--- config.mk ---
export PLATFORM = sky130hd
export DESIGN_NAME = instr_fetch_flat
export DESIGN_NICKNAME = d
export VERILOG_FILES = /design/src/rtl/instr_fetch_if.sv /design/src/rtl/instr_fetch.sv /design/src/flat_wrapper.sv
export SDC_FILE = /design/constraint.sdc
export NUM_CORES = 1
export LEC_CHECK = 0
export BUFFER_PORTS_ARGS = -buffer_cell sky130_fd_sc_hd__clkbuf_2
export CORE_MARGIN = 2
export CORE_UTILIZATION = 41
export CTS_CLUSTER_SIZE = 14
export DETAILED_ROUTE_END_ITERATION = 7
export PLACE_DENSITY = 0.75
export SLEW_MARGIN = 20
export SYNTH_ARGS = -nofsm -noshare
export SYNTH_HDL_FRONTEND = slang
export SYNTH_SLANG_ARGS = --single-unit
--- constraint.sdc ---
create_clock -name clk -period 1.6 [get_ports clk]
set_clock_uncertainty 0.1 [all_clocks]
set_input_delay 0.08 -clock clk [delete_from_list [all_inputs] [get_ports clk]]
set_output_delay 0.08 -clock clk [all_outputs]
set_load 0.1 [all_outputs]
--- src/rtl/instr_fetch_if.sv ---
// Instruction fetch bus: synchronous instruction-memory read port plus the
// decode-facing instruction stream with its stall/redirect controls.
interface instr_fetch_if #(
    parameter int PC_W = 10
);
    logic            imem_en;
    logic [PC_W-1:0] imem_addr;
    logic [8:0]      imem_rdata;
    logic [8:0]      instr;
    logic            instr_valid;
    logic [PC_W-1:0] pc;
    logic            stall;
    logic            branch_taken;
    logic [PC_W-1:0] branch_target;

    modport master (
        output imem_en, imem_addr, instr, instr_valid, pc,
        input  imem_rdata, stall, branch_taken, branch_target
    );

    modport slave (
        input  imem_en, imem_addr, instr, instr_valid, pc,
        output imem_rdata, stall, branch_taken, branch_target
    );
endinterface

--- src/rtl/instr_fetch.sv ---
// Instruction fetch unit: owns the PC, reads instruction memory, handles stall,
// taken-branch redirect and HALT. Optional ROE_ICOUNT_EN adds a retired-instruction counter.
module instr_fetch #(
    parameter int         PC_W      = 10,
    parameter logic [8:0] HALT_WORD = 9'h1FF
) (
    input  logic            clk,
    input  logic            reset_n,
    input  logic            start,
    input  logic [PC_W-1:0] start_pc,
    output logic            busy,
    output logic            done,
`ifdef ROE_ICOUNT_EN
    output logic [15:0]     icount,
`endif
    instr_fetch_if.master   bus
);
    typedef enum logic [1:0] {
        S_IDLE   = 2'd0,
        S_RUN    = 2'd1,
        S_HALTED = 2'd2
    } state_t;

    state_t          r_state, w_state_next;
    logic [PC_W-1:0] r_fetch_pc, w_fetch_pc_next;
    logic [PC_W-1:0] r_pc, w_pc_next;
    logic            r_instr_valid, w_instr_valid_next;
    logic            r_done, w_done_next;
    logic            w_imem_en;
    logic            w_halt_hit;
    logic            w_branch_hit;

    assign w_halt_hit   = r_instr_valid && (bus.imem_rdata == HALT_WORD);
    assign w_branch_hit = r_instr_valid && bus.branch_taken;

    always_ff @(posedge clk or negedge reset_n) begin
        if (!reset_n) begin
            r_state       <= S_IDLE;
            r_fetch_pc    <= '0;
            r_pc          <= '0;
            r_instr_valid <= 1'b0;
            r_done        <= 1'b0;
        end else begin
            r_state       <= w_state_next;
            r_fetch_pc    <= w_fetch_pc_next;
            r_pc          <= w_pc_next;
            r_instr_valid <= w_instr_valid_next;
            r_done        <= w_done_next;
        end
    end

    always_comb begin
        w_state_next       = r_state;
        w_fetch_pc_next    = r_fetch_pc;
        w_pc_next          = r_pc;
        w_instr_valid_next = r_instr_valid;
        w_done_next        = r_done;
        w_imem_en          = 1'b0;
        case (r_state)
            S_IDLE, S_HALTED: begin
                if (start) begin
                    w_state_next       = S_RUN;
                    w_fetch_pc_next    = start_pc;
                    w_done_next        = 1'b0;
                    w_instr_valid_next = 1'b0;
                end
            end
            S_RUN: begin
                w_imem_en = !bus.stall;
                if (!bus.stall) begin
                    // Halt wins over a branch in the same cycle.
                    if (w_halt_hit) begin
                        w_state_next       = S_HALTED;
                        w_instr_valid_next = 1'b0;
                        w_done_next        = 1'b1;
                    end else if (w_branch_hit) begin
                        // The word read this cycle is wrong-path; drop it as a bubble.
                        w_fetch_pc_next    = bus.branch_target;
                        w_instr_valid_next = 1'b0;
                    end else begin
                        w_pc_next          = r_fetch_pc;
                        w_fetch_pc_next    = r_fetch_pc + PC_W'(1);
                        w_instr_valid_next = 1'b1;
                    end
                end
            end
            default: w_state_next = S_IDLE;
        endcase
    end

    assign bus.imem_en     = w_imem_en;
    assign bus.imem_addr   = r_fetch_pc;
    assign bus.instr       = bus.imem_rdata;
    assign bus.instr_valid = r_instr_valid;
    assign bus.pc          = r_pc;
    assign busy            = (r_state == S_RUN);
    assign done            = r_done;

`ifdef ROE_ICOUNT_EN
    logic [15:0] r_icount;
    logic        w_icount_inc;

    assign w_icount_inc = (r_state == S_RUN) && r_instr_valid && !bus.stall;

    always_ff @(posedge clk or negedge reset_n) begin
        if (!reset_n) begin
            r_icount <= 16'd0;
        end else if ((r_state != S_RUN) && start) begin
            r_icount <= 16'd0;
        end else if (w_icount_inc && (r_icount != 16'hFFFF)) begin
            r_icount <= r_icount + 16'd1;
        end
    end

    assign icount = r_icount;
`endif
endmodule
--- src/flat_wrapper.sv ---
// flat-port wrapper written by rule: the top's interface ports become plain ports
module instr_fetch_flat 
#(
    parameter int         PC_W      = 10,
    parameter logic [8:0] HALT_WORD = 9'h1FF
)
  (clk, reset_n, start, start_pc, busy, done, bus_imem_en, bus_imem_addr, bus_instr, bus_instr_valid, bus_pc, bus_imem_rdata, bus_stall, bus_branch_taken, bus_branch_target);
  instr_fetch_if #(.PC_W(PC_W)) bus_i ();
  input  logic clk;
  input  logic reset_n;
  input  logic start;
  input  logic [PC_W-1:0] start_pc;
  output logic busy;
  output logic done;
  output wire logic [$bits(bus_i.imem_en)-1:0] bus_imem_en;
  output wire logic [$bits(bus_i.imem_addr)-1:0] bus_imem_addr;
  output wire logic [$bits(bus_i.instr)-1:0] bus_instr;
  output wire logic [$bits(bus_i.instr_valid)-1:0] bus_instr_valid;
  output wire logic [$bits(bus_i.pc)-1:0] bus_pc;
  input wire logic [$bits(bus_i.imem_rdata)-1:0] bus_imem_rdata;
  input wire logic [$bits(bus_i.stall)-1:0] bus_stall;
  input wire logic [$bits(bus_i.branch_taken)-1:0] bus_branch_taken;
  input wire logic [$bits(bus_i.branch_target)-1:0] bus_branch_target;
  assign bus_imem_en = bus_i.imem_en;
  assign bus_imem_addr = bus_i.imem_addr;
  assign bus_instr = bus_i.instr;
  assign bus_instr_valid = bus_i.instr_valid;
  assign bus_pc = bus_i.pc;
  assign bus_i.imem_rdata = bus_imem_rdata;
  assign bus_i.stall = bus_stall;
  assign bus_i.branch_taken = bus_branch_taken;
  assign bus_i.branch_target = bus_branch_target;
  instr_fetch #(.PC_W(PC_W), .HALT_WORD(HALT_WORD)) u_core (.clk(clk), .reset_n(reset_n), .start(start), .start_pc(start_pc), .busy(busy), .done(done), .bus(bus_i));
endmodule
* Yosys cells after proc, flatten, opt, wreduce, memory -nomap -nowiden *
Index checks and enable logic that the tools add are counted.

word-level totals
  register bits = 24
  logic and storage cells = 45

operators by class
  $add $sub $neg = 1
  bitwise logic cells = 3
  equal/unequal tests = 7
  reduce and logical (&&, ||, !) cells = 11
  multiplexer cells = 18

operators with widths
  cell                   count
  $mux 10                4
  $pmux 10 s2            1
  $reduce_and 4->1       3
  $add 10x1->10 const B  1
  $eq 9x9->1 const B     1
  $mux 1                 7
  $mux 2                 3
  $ne 2x2->1 const B     3
  $reduce_and 3->1       2
  $pmux 1 s2             2
  $pmux 2 s2             1
  $not 1->1              3
  $eq 2x1->1 const B     1
  $eq 2x2->1 const B     1
  $logic_and 1x1->1      2
  $logic_not 2->1        1
  $ne 2x1->1 const B     1
  $reduce_bool 2->1      1
  $reduce_or 2->1        1
  $logic_not 1->1        1

* Longest topological paths before layout *
  depth in word-level cells = 5
  depth in mapped cells = 5
  mapped depth without buffers = 5

* Worst setup path before layout *
No wires, ideal clock.

  path kind = register to register
  start point = reg u_core.r_state[1]
  end point = reg u_core.r_fetch_pc[2] (netlist: u_core.bus.imem_addr[2])
  cell stages (with the launch flop) = 6
  period minus slack after synthesis = 2,464 ps
  slack = -864 ps
  arrival = 2,238 ps
  buffers on the path = 1
  data required time = 1,374 ps
  cell sequence = dfrtp_1 nor3b_4 o31ai_2 buf_4 nand2_2 mux2_2

between the ends
  cells in the longest elaborated chain, start to end = 4

ends and longest elaborated chain
  element                                                    RTL line           source
  start, declared                                            instr_fetch.sv:24  state_t r_state, w_state_next;
  start signal, assigned                                     instr_fetch.sv:44  r_state <= w_state_next;
  $eq 2x2->1 or $logic_not 2->1 (tied branches)              instr_fetch.sv:59  case (r_state)
  $reduce_or 2->1                                            instr_fetch.sv:59
  $ne 2x2->1 (no line) or $reduce_bool 2->1 (tied branches)  -
  $reduce_and 4->1 (no line)                                 -
  end signal, assigned                                       instr_fetch.sv:45  r_fetch_pc <= w_fetch_pc_next;
  end, declared                                              instr_fetch.sv:25  logic [PC_W-1:0] r_fetch_pc, w_fetch_pc_next;

Several ways; a longest one is shown, not always the timed one.
A chain may end at the register's enable or synchronous reset.

* Worst setup path in the final report *
  start point = reg u_core.r_state[1]
  end point = reg u_core.r_pc[3] (netlist: u_core.bus.pc[3])

between the ends
  cells in the longest elaborated chain, start to end = 2

ends and longest elaborated chain
  element                     RTL line           source
  $eq 2x1->1                  instr_fetch.sv:59
  $reduce_and 4->1 (no line)  -
  end signal, assigned        instr_fetch.sv:46  r_pc <= w_pc_next;
  end, declared               instr_fetch.sv:26  logic [PC_W-1:0] r_pc, w_pc_next;

Every way passes these cells.

==> results.yml <==
detailed_routing:
  routed_wire_length_per_instance_um: 15.1
  vias_per_instance: 5.17
  drc: 0
  wire_length_after_detailed_routing_mm: 4.31
  drtAntennaViolNets: 0
  first_iter_violations: 102
  number_of_iterations_in_the_first_detailed_routing_pass: 5
  routed-via-count: 1478
yosys:
  synth_warnings: 0
  synthArstFlopShare: 1.00
  yosys.cell_types.count: 43
  seq_total_area_yosys: 0.424
  post_synth.cell_area_avg_um2: 10.3
  mappedNetlistArea_mm2: 0.00142
  synthesis.nets: 173
  synthesis.instances: 138
  synth_seq_cells: 24
  synthFlopType: "sky130_fd_sc_hd__dfrtp_1"
  synth_edf_count: 0
clock_network:
  cts_inserted_buffers: 3
  clock_tree.htree_level_count: 1
  cts_tree: "built"
  clkTransAtPathRegs_ps: 150
  cts.sink_count: 24
  clockRootBuffer: "sky130_fd_sc_hd__clkbuf_4"
  clock_latency_on_the_worst_skew_pair_ps: 330
  clock_tree.buffer_depth: 2
finish:
  commonest_cells_after_routing_fill_and_taps_aside: "sky130_fd_sc_hd__clkbuf_2, sky130_fd_sc_hd__buf_4, sky130_fd_sc_hd__dfrtp_1"
  final_common_cell: "sky130_fd_sc_hd__clkbuf_2"
  finalNetCount: 276
  n_antenna_cell: 0
  fill_cells: 240
  areaGrowthSynthToFinish_pct: 63.2
  drive_gt1_frac: 0.608
  layout.core_utilization: 0.693
  multi_input_comb_area_um2: 820
  seq_area_um2: 608
  final_cell_count_no_fill: 286
grt:
  first_global_vias: 1507
  number_of_antenna_violations_at_the_first_check_in_global_routing: 0
  grt_remaining_overflow: 0
  grt_pass1_wl_mm: 6.96
  globalRouteTotalUtil: 0.225
  grt_max_degree: 25
worst_hold_path:
  hp_class: "in -> reg"
  worstHoldPathCells: 3
  hold-path-endpoint: "u_core.bus.imem_addr[8]$_DFFE_PN0P_"
  hold_start: "bus_branch_target[8]"
placement:
  placed_cells_incl_taps: 268
  place.gp.congestion: 0.894
  io_buffer_count: 66
  hpwl_mm: 3.14
worst_setup_path:
  rr_endpoint: "u_core.bus.pc[3]$_DFFE_PN0P_"
  crit_path_arrival_time_ps: 1790
  cp_slowest_cell: "sky130_fd_sc_hd__dfrtp_1"
  worstPathMaxFanout: 10
  critical_path_class: "reg -> reg"
  rrSetupSlack_ps: -50
  critical_path_required_ps: 1740
  cp_cell_sequence: "nor3b_4 > o31ai_4 > nor2_4 > buf_12 > mux2_2"
  worst_setup_path_start_kind: "register"
  critical_path_max_stage_delay_ps: 440
  end_kind: "register"
  worst_r2r_startpoint: "u_core.r_state[1]$_DFFE_PN0P_"
  r2r.worst_path.cells: 5
floorplanning:
  initial_standard_cell_utilization_of_the_core: 0.425
  std_cell_rows: 21
  die_height_um: 62.8
  horizontal_extent_of_the_die_um: 62.8
  floorplan.core_area_mm2: 0.00334
  die_area_mm2: 0.00394
  io-pin-count: 67
sta:
  tightest_slew_ps: 612
  fmax_ghz: 0.605
  final_setup_violation_count: 14
  final.period_utilization: 1.03
  total_count_of_hold_check_failures_in_the_final_report: 0
  layout_min_cycle_time_ps: 1650
  unrepaired_setup_endpoints_after_global_routing: "yes"
  count_of_final_max_slew_check_failures: 0
  setup_tns_ps: -440
  setup_slack_ps: -51.9
  timing.max_slew.rel_slack: 0.592
run_status:
  outcome: "finished, violations left"
  violations: "setup timing"
job:
  maximum_capacitance_violations: 0
## final cells by class
cell class / instances / area share
Clock buffer: 3 / 0.00973
Clock inverter: 1 / 0.0130
Inverter: 5 / 0.00865
Multi-Input combinational cell: 95 / 0.354
Sequential cell: 24 / 0.263
Tap cell: 46 / 0.0249
Timing Repair Buffer: 112 / 0.327
## per-stage QoR
stage          setup slack [ps]  cell area [um2]  hold slack [ps]
2_1_floorplan              -781             1460             -316
3_3_place_gp               18.4             2030             13.9
3_5_place_dp              -49.2             2030             23.7
4_1_cts                   -64.8             2230            0.898
5_1_grt                    -112             2310             30.7
6_report                  -51.9             2310             5.53
## sequential cells by signal, indices dropped and copies added, names as in the netlist
signal and flops:
u_core.done 1, u_core.bus.pc 10, u_core.bus.imem_addr 10, u_core.bus.instr_valid 1, u_core.r_state 2
## how the worst max path moves through the flow
stage,end,start,depth (start not counted),slack (ps)
after global placement,u_core.bus.imem_addr[2]$_DFFE_PN0P_,u_core.r_state[1]$_DFFE_PN0P_,5,20
final,u_core.bus.pc[3]$_DFFE_PN0P_,u_core.r_state[1]$_DFFE_PN0P_,5,-50
after CTS,u_core.bus.imem_addr[1]$_DFFE_PN0P_,u_core.bus.instr_valid$_DFFE_PN0P_,5,-60
after floorplan,u_core.bus.pc[5]$_DFFE_PN0P_,u_core.r_state[1]$_DFFE_PN0P_,4,-780
after detailed placement,u_core.bus.imem_addr[1]$_DFFE_PN0P_,u_core.bus.instr_valid$_DFFE_PN0P_,5,-50
after global routing,u_core.bus.pc[6]$_DFFE_PN0P_,u_core.r_state[1]$_DFFE_PN0P_,5,-110
## critical path: cells and delay by family, from the launching register on
kind / cells / cell delay [ps]
compound gates: 1 / 150
buf+inv: 1 / 160
flops: 1 / 440
mux: 1 / 330
simple gates: 2 / 370
## synthesized netlist by cell type, types with 3 or more instances
library cell                 n  share of area
sky130_fd_sc_hd__dfrtp_1    24           0.42
sky130_fd_sc_hd__nand2b_1    3          0.013
sky130_fd_sc_hd__o21ai_0     7          0.025
sky130_fd_sc_hd__a2bb2oi_1   3          0.019
sky130_fd_sc_hd__inv_1       4          0.011
sky130_fd_sc_hd__a22oi_1     5          0.026
sky130_fd_sc_hd__o22ai_1     3          0.013
sky130_fd_sc_hd__nor3_1      4          0.014
sky130_fd_sc_hd__nand2_1    17          0.045
sky130_fd_sc_hd__clkbuf_1    4          0.011
sky130_fd_sc_hd__mux2_2     13           0.10
sky130_fd_sc_hd__nand3_1     4          0.014
sky130_fd_sc_hd__buf_4      10          0.053
## metal layers
layer | GRT usage | part of all wire | routed length, um | vias up
li1 | - | - | - | 711
met1 | 0.285 | 0.40 | 1750 | 705
met2 | 0.398 | 0.52 | 2260 | 58
met3 | 0.0252 | 0.060 | 258 | 4
met4 | 0.0722 | 0.012 | 51 | 0
met5 | 0 | 0 | 0 | -
## timing repair
action | in CTS | in global routing
hold buffers | 9 | 1
buffers inserted | 2 | 2
hold endpoints to repair | 30 | 1
pin swaps | 1 | 3
gates resized for setup | 10 | 13
endpoints found under the setup margin | 19 | 22
## kinds of logic after synthesis
group / count (synthesis) / synth area share
xor+xnor: 2 / 0.0124
mux: 14 / 0.110
fa+ha+maj: 1 / 0.00882
flops: 24 / 0.424
simple gates: 44 / 0.183
buf+inv: 19 / 0.0768
compound gates: 34 / 0.185
Power is not shown: default switching activity piles up to over one toggle a cycle in this logic, so the estimate is an artifact.
